## src/rtl/seq_div_16bit_if.sv

```systemverilog
// Handshake and operand/result bundle for the multi-cycle restoring divider.
// The control unit drives start and the operands; the divider drives the results.
interface seq_div_16bit_if #(
    parameter int WIDTH = 16
);
    logic             start;
    logic [WIDTH-1:0] dividend;
    logic [WIDTH-1:0] divisor;
    logic [WIDTH-1:0] quotient;
    logic [WIDTH-1:0] remainder;
    logic             busy;
    logic             done;
    logic             div_by_zero;

    modport master (
        output start, dividend, divisor,
        input  quotient, remainder, busy, done, div_by_zero
    );

    modport slave (
        input  start, dividend, divisor,
        output quotient, remainder, busy, done, div_by_zero
    );
endinterface

```

## src/rtl/seq_div_16bit.sv

```systemverilog
// Unsigned restoring divider: one trial subtraction (A + ~B + 1) per clock,
// WIDTH iterations per divide, with a start/busy/done handshake.
module seq_div_16bit #(
    parameter int WIDTH = 16,
    parameter int CNT_W = 5
) (
    input  logic              clk,
    input  logic              rst,
    seq_div_16bit_if.slave    bus
);

    typedef enum logic [1:0] {
        ST_IDLE = 2'd0,
        ST_RUN  = 2'd1,
        ST_DONE = 2'd2
    } state_t;

    state_t             state_r;
    logic [WIDTH-1:0]   q_r;
    logic [WIDTH-1:0]   r_r;
    logic [WIDTH-1:0]   d_r;
    logic [CNT_W-1:0]   cnt_r;
    logic [WIDTH-1:0]   quotient_r;
    logic [WIDTH-1:0]   remainder_r;
    logic               busy_r;
    logic               done_r;
    logic               dbz_r;

    logic [WIDTH-1:0]   shift_s;
    logic [WIDTH:0]     trial_s;
    logic [WIDTH-1:0]   q_next_s;
    logic [WIDTH-1:0]   r_next_s;

    // One restoring step: shift {R,Q} left, then try R - D as R + ~D + 1 at WIDTH+1 bits.
    always_comb begin
        shift_s  = {r_r[WIDTH-2:0], q_r[WIDTH-1]};
        trial_s  = {1'b0, shift_s} + {1'b0, ~d_r} + {{WIDTH{1'b0}}, 1'b1};
        q_next_s = {q_r[WIDTH-2:0], trial_s[WIDTH]};
        if (trial_s[WIDTH]) begin
            r_next_s = trial_s[WIDTH-1:0];
        end else begin
            r_next_s = shift_s;
        end
    end

    // Control FSM plus datapath registers; all outputs come straight from flops.
    always_ff @(posedge clk) begin
        if (rst) begin
            state_r     <= ST_IDLE;
            q_r         <= {WIDTH{1'b0}};
            r_r         <= {WIDTH{1'b0}};
            d_r         <= {WIDTH{1'b0}};
            cnt_r       <= {CNT_W{1'b0}};
            quotient_r  <= {WIDTH{1'b0}};
            remainder_r <= {WIDTH{1'b0}};
            busy_r      <= 1'b0;
            done_r      <= 1'b0;
            dbz_r       <= 1'b0;
        end else begin
            done_r <= 1'b0;
            case (state_r)
                ST_IDLE, ST_DONE: begin
                    if (bus.start) begin
                        q_r   <= bus.dividend;
                        d_r   <= bus.divisor;
                        r_r   <= {WIDTH{1'b0}};
                        if (bus.divisor == {WIDTH{1'b0}}) begin
                            // Zero divisor skips iteration and reports immediately.
                            cnt_r       <= {CNT_W{1'b0}};
                            quotient_r  <= {WIDTH{1'b1}};
                            remainder_r <= bus.dividend;
                            dbz_r       <= 1'b1;
                            busy_r      <= 1'b0;
                            done_r      <= 1'b1;
                            state_r     <= ST_DONE;
                        end else begin
                            cnt_r   <= CNT_W'(WIDTH);
                            dbz_r   <= 1'b0;
                            busy_r  <= 1'b1;
                            state_r <= ST_RUN;
                        end
                    end else begin
                        busy_r  <= 1'b0;
                        state_r <= ST_IDLE;
                    end
                end
                ST_RUN: begin
                    q_r   <= q_next_s;
                    r_r   <= r_next_s;
                    cnt_r <= cnt_r - CNT_W'(1);
                    if (cnt_r == CNT_W'(1)) begin
                        quotient_r  <= q_next_s;
                        remainder_r <= r_next_s;
                        busy_r      <= 1'b0;
                        done_r      <= 1'b1;
                        state_r     <= ST_DONE;
                    end else begin
                        busy_r  <= 1'b1;
                        state_r <= ST_RUN;
                    end
                end
                default: begin
                    busy_r  <= 1'b0;
                    state_r <= ST_IDLE;
                end
            endcase
        end
    end

    assign bus.quotient    = quotient_r;
    assign bus.remainder   = remainder_r;
    assign bus.busy        = busy_r;
    assign bus.done        = done_r;
    assign bus.div_by_zero = dbz_r;

endmodule
```

## src/flat_wrapper.sv

```systemverilog
// flat-port wrapper written by rule: the top's interface ports become plain ports
module seq_div_16bit_flat 
#(
    parameter int WIDTH = 16,
    parameter int CNT_W = 5
)
  (clk, rst, bus_start, bus_dividend, bus_divisor, bus_quotient, bus_remainder, bus_busy, bus_done, bus_div_by_zero);
  seq_div_16bit_if #(.WIDTH(WIDTH)) bus_i ();
  input  logic clk;
  input  logic rst;
  input wire logic [$bits(bus_i.start)-1:0] bus_start;
  input wire logic [$bits(bus_i.dividend)-1:0] bus_dividend;
  input wire logic [$bits(bus_i.divisor)-1:0] bus_divisor;
  output wire logic [$bits(bus_i.quotient)-1:0] bus_quotient;
  output wire logic [$bits(bus_i.remainder)-1:0] bus_remainder;
  output wire logic [$bits(bus_i.busy)-1:0] bus_busy;
  output wire logic [$bits(bus_i.done)-1:0] bus_done;
  output wire logic [$bits(bus_i.div_by_zero)-1:0] bus_div_by_zero;
  assign bus_i.start = bus_start;
  assign bus_i.dividend = bus_dividend;
  assign bus_i.divisor = bus_divisor;
  assign bus_quotient = bus_i.quotient;
  assign bus_remainder = bus_i.remainder;
  assign bus_busy = bus_i.busy;
  assign bus_done = bus_i.done;
  assign bus_div_by_zero = bus_i.div_by_zero;
  seq_div_16bit #(.WIDTH(WIDTH), .CNT_W(CNT_W)) u_core (.clk(clk), .rst(rst), .bus(bus_i));
endmodule
```

## config.mk

```make
export PLATFORM = sky130hd
export DESIGN_NAME = seq_div_16bit_flat
export DESIGN_NICKNAME = d
export VERILOG_FILES = /design/src/rtl/seq_div_16bit_if.sv /design/src/rtl/seq_div_16bit.sv /design/src/flat_wrapper.sv
export SDC_FILE = /design/constraint.sdc
export NUM_CORES = 1
export LEC_CHECK = 0
export BUFFER_PORTS_ARGS = -buffer_cell sky130_fd_sc_hd__buf_2
export CAP_MARGIN = 20
export CORE_ASPECT_RATIO = 0.6
export CORE_MARGIN = 2
export CORE_UTILIZATION = 50
export CTS_CLUSTER_DIAMETER = 120
export DETAILED_ROUTE_END_ITERATION = 10
export PLACE_DENSITY = 0.72
export SLEW_MARGIN = 40
export SYNTH_ARGS = -nofsm -noshare
export SYNTH_HDL_FRONTEND = slang
export SYNTH_SLANG_ARGS = --single-unit
export TNS_END_PERCENT = 5
```

## constraint.sdc

```tcl
create_clock -name clk -period 3.7 [get_ports clk]
set_input_delay 0.185 -clock clk [delete_from_list [all_inputs] [get_ports clk]]
set_output_delay 0.185 -clock clk [all_outputs]
set_load 0.01 [all_outputs]
```

==> run_results.csv <==
group,metric,value,unit
synth,yosysWarnings,0,
global_routing,grt_busiest_layer,"met1",
global_routing,antenna_found_initial,0,
synth,synth_seq_cells,87,
finish,nets,665,
floorplanning,core_area,0.00859,mm²
synth,synth_area_leaders,"dfxtp_1 39%, nand2_1 8.4%, a21oi_1 6.9%",
clock_network,cts_tree,"yes",
clock_network,cts_inserted_buffers,9,
power,powerDensity,536,mW/mm²
critical_path,crit_end,"u_core.bus.remainder[0]",
clock_network,clk_path_buf_depth,2,
critical_path,r2r_cells,9,
critical_path,cp.arrival,3.28,ns
synth,ys_types,58,
hold_path,hold_path_class,"input port to register",
placement,portBuffers,69,
floorplanning,start_util,52.0,%
clock_network,postCtsSetupRepairBufs,0,
drt,ant_nets,0,
placement,dp_hpwl,8.96,mm
timing,hold_viol,0,
outcome,status,"complete, no violations",
finish,drive_above_1_share,18.7,%
global_routing,grt.overflow.total,0,
global_routing,grt_use_met3,5.79,%
floorplanning,dieArea,0.00973,mm²
drt,drtPass1Iterations,5,
critical_path,r2r-end,"u_core.bus.remainder[0]",
synth,async_flop_share,0,%
global_routing,first_global_vias,3907,
drt,first_iter_violations,490,
finish,n_fill_cell,795,
critical_path,cp-startpoint,"u_core.q_r[15]",
global_routing,track_usage,26.2,%
timing,fin_setup_tns,0,ns
synth,netlist_instances,561,
critical_path,worstReg2RegStart,"u_core.q_r[15]",
timing,fmax,331,MHz
timing,fin_crit_sh,81.5,%
power,ir_worst_vdd,0.288,mV
floorplanning,num_io_pins,70,
drt,drt-vias-per-instance,5.88,
global_routing,globalRouteMet2Util,38.5,%
power,leakagePower,2.06,nW
floorplanning,rows,26,
clock_network,cts.sinks,87,
critical_path,critPathKind,"register to register",
global_routing,met1_usage,39.1,%
timing,drv_slew,0,
timing,setup_viol,0,
floorplanning,die_h,77.2,µm
run,cap_violations,0,
timing,period_needed,3.02,ns
clock_network,insertion_delay,0.35,ns
clock_network,htree_levels,3,
clock_network,root_buffer,"clkbuf_16",
drt,routedWlPerCell,16.9,µm
placement,gp_congestion,0.874,
timing,clock_skew,0.00836,ns
timing,rsz0062_at_grt,"no",
finish,area_growth,15.4,%
drt,drt-total-wl,12.3,mm
critical_path,cp.required,3.96,ns
finish,antennaDiodeCount,0,
global_routing,grt_pass1_wl,20.2,mm
global_routing,grt_max_degree,47,
critical_path,startpoint_type,"register",
clock_network,cts-resized-gates,0,
power,power.total,2.76,mW
critical_path,crit_fanout,17,
synth,synth_top_area_share,39.0,%
synth,synth_top_area_cell,"dfxtp_1",
clock_network,cts_hold_buf,0,
drt,via_count,4280,
critical_path,cp-end-kind,"register",
timing,relSlewSlack,48.7,%
clock_network,path_clk_slew,0.07,ns
synth,synth_nets,615,
timing,tightest_slew,0.769,ns
synth,syn_area_per_cell,7.96,µm²
drt,drc,0,
synth,synth_edf_count,0,
synth,netlist_area,0.00447,mm²
synth,ys_seq_area_share,39.0,%
floorplanning,die_w,126,µm
critical_path,reg2reg_slack,0.68,ns
synth,ys.flop_type,"dfxtp_1",
==> power breakdown <==
| part | internal [mW] | leakage, nW | total (mW) | switching, mW |
|---|---|---|---|---|
| logic | 0.278 | 1.20 | 0.760 | 0.482 |
| registers | 1.00 | 0.709 | 1.05 | 0.0528 |
| clock network | 0.536 | 0.146 | 0.950 | 0.413 |
| total | 1.82 | 2.06 | 2.76 | 0.948 |
==> flip-flops by register name, summed over array words and instances, names as in the netlist <==
register / count
u_core.bus.quotient: 16
u_core.bus.remainder: 16
u_core.d_r: 16
u_core.q_r: 16
u_core.r_r: 15
u_core.cnt_r: 5
u_core.state_r: 2
u_core.bus.div_by_zero: 1
==> routing by layer <==
metal  vias up  part of all wire, %
li1       2109                    -
met5         -                    0
met1      2009                   50
met2       152                   42
met4         0                 0.88
met3        10                  6.8
==> Yosys cell counts, drive strengths merged (4+ instances only) <==
master and number:
a211oi 33, a32oi 4, nand2 103, nand4 4
nand3 4, ha 18, o21ai 18, nand2b 8
dfxtp 87, buf 15, a31oi 8, nor3 7
clkbuf 22, nor4 7, a21oi 63, nor2 68
a311oi 19, a22oi 6, inv 24, xnor2 4
==> logic make-up after synthesis <==
family | share of synthesized area [%]
buffers and inverters | 5.99
AOI/OAI and AO/OA | 27.3
DFF | 39.0
xor gates and xnor gates | 1.18
muxes | 0.224
adders and majority gates | 5.49
and+or+nand+nor | 20.8
==> stage by stage <==
stage | hold slack (ns) | std cells | utilization, % | instance area, µm² | setup WS, ns
final | 0.0900 | 728 | 60.0 | 5150 | 0.683
after global routing | 0.0873 | 728 | 60.0 | 5150 | 0.469
after CTS | 0.0795 | 728 | 59.9 | 5150 | 0.717
after detailed placement | 0.443 | 712 | 56.4 | 4840 | 0.727
after global placement | 0.437 | 712 | 56.4 | 4840 | 0.872
after floorplan | 0.321 | 561 | - | 4470 | 1.38
==> layout by cell type, fill, tap and decap left out, drive strengths merged, types with 2 or more instances in the layout <==
| cell type | n |
|---|---|
| nor3 | 7 |
| o21ai | 18 |
| a22oi | 6 |
| nand2b | 8 |
| o211ai | 3 |
| nor2b | 3 |
| a31oi | 8 |
| a21oi | 63 |
| o22ai | 3 |
| clkbuf | 10 |
| nor4 | 7 |
| xor2 | 2 |
| buf | 76 |
| o21a | 2 |
| nor2 | 68 |
| dfxtp | 87 |
| a21o | 3 |
| or3 | 2 |
| nand4 | 4 |
| nand3b | 3 |
| xnor2 | 4 |
| nand3 | 4 |
| a211oi | 33 |
| ha | 18 |
| a311oi | 19 |
| nand2 | 103 |
| a32oi | 4 |
| inv | 28 |
==> worst min path at each step <==
stage | from | to | slack (ns) | cells past startpoint
detailed placement | bus_divisor[13] | u_core.d_r[13] | 0.44 | 3
floorplan | bus_divisor[10] | u_core.d_r[10] | 0.32 | 2
global placement | bus_divisor[12] | u_core.d_r[12] | 0.44 | 3
finish | bus_divisor[13] | u_core.d_r[13] | 0.09 | 3
global route | bus_divisor[13] | u_core.d_r[13] | 0.09 | 3
CTS | bus_divisor[13] | u_core.d_r[13] | 0.08 | 3
==> layout make-up <==
| cell class | count | area (µm²) | share of cell area [%] |
|---|---|---|---|
| inverters | 24 | 90.1 | 1.75 |
| multi-input cells | 413 | 2480 | 48.1 |
| flip-flops and latches | 87 | 1740 | 33.8 |
| clock inverters | 6 | 75.1 | 1.46 |
| clock buffers | 10 | 229 | 4.44 |
| well taps | 112 | 140 | 2.72 |
| repair buffers | 76 | 398 | 7.72 |
==> critical path, cell delays in order, from the launching register on <==
cell and delay [ns]:
dfxtp_1 0.36, inv_1 0.05, ha_1 0.20, fa_1 0.39, nand2b_1 0.19, a21o_1 0.24
a31oi_4 0.28, o41a_1 0.69, a22oi_1 0.25, a311oi_1 0.26
No activity file was read; power rests on OpenSTA's default activity.
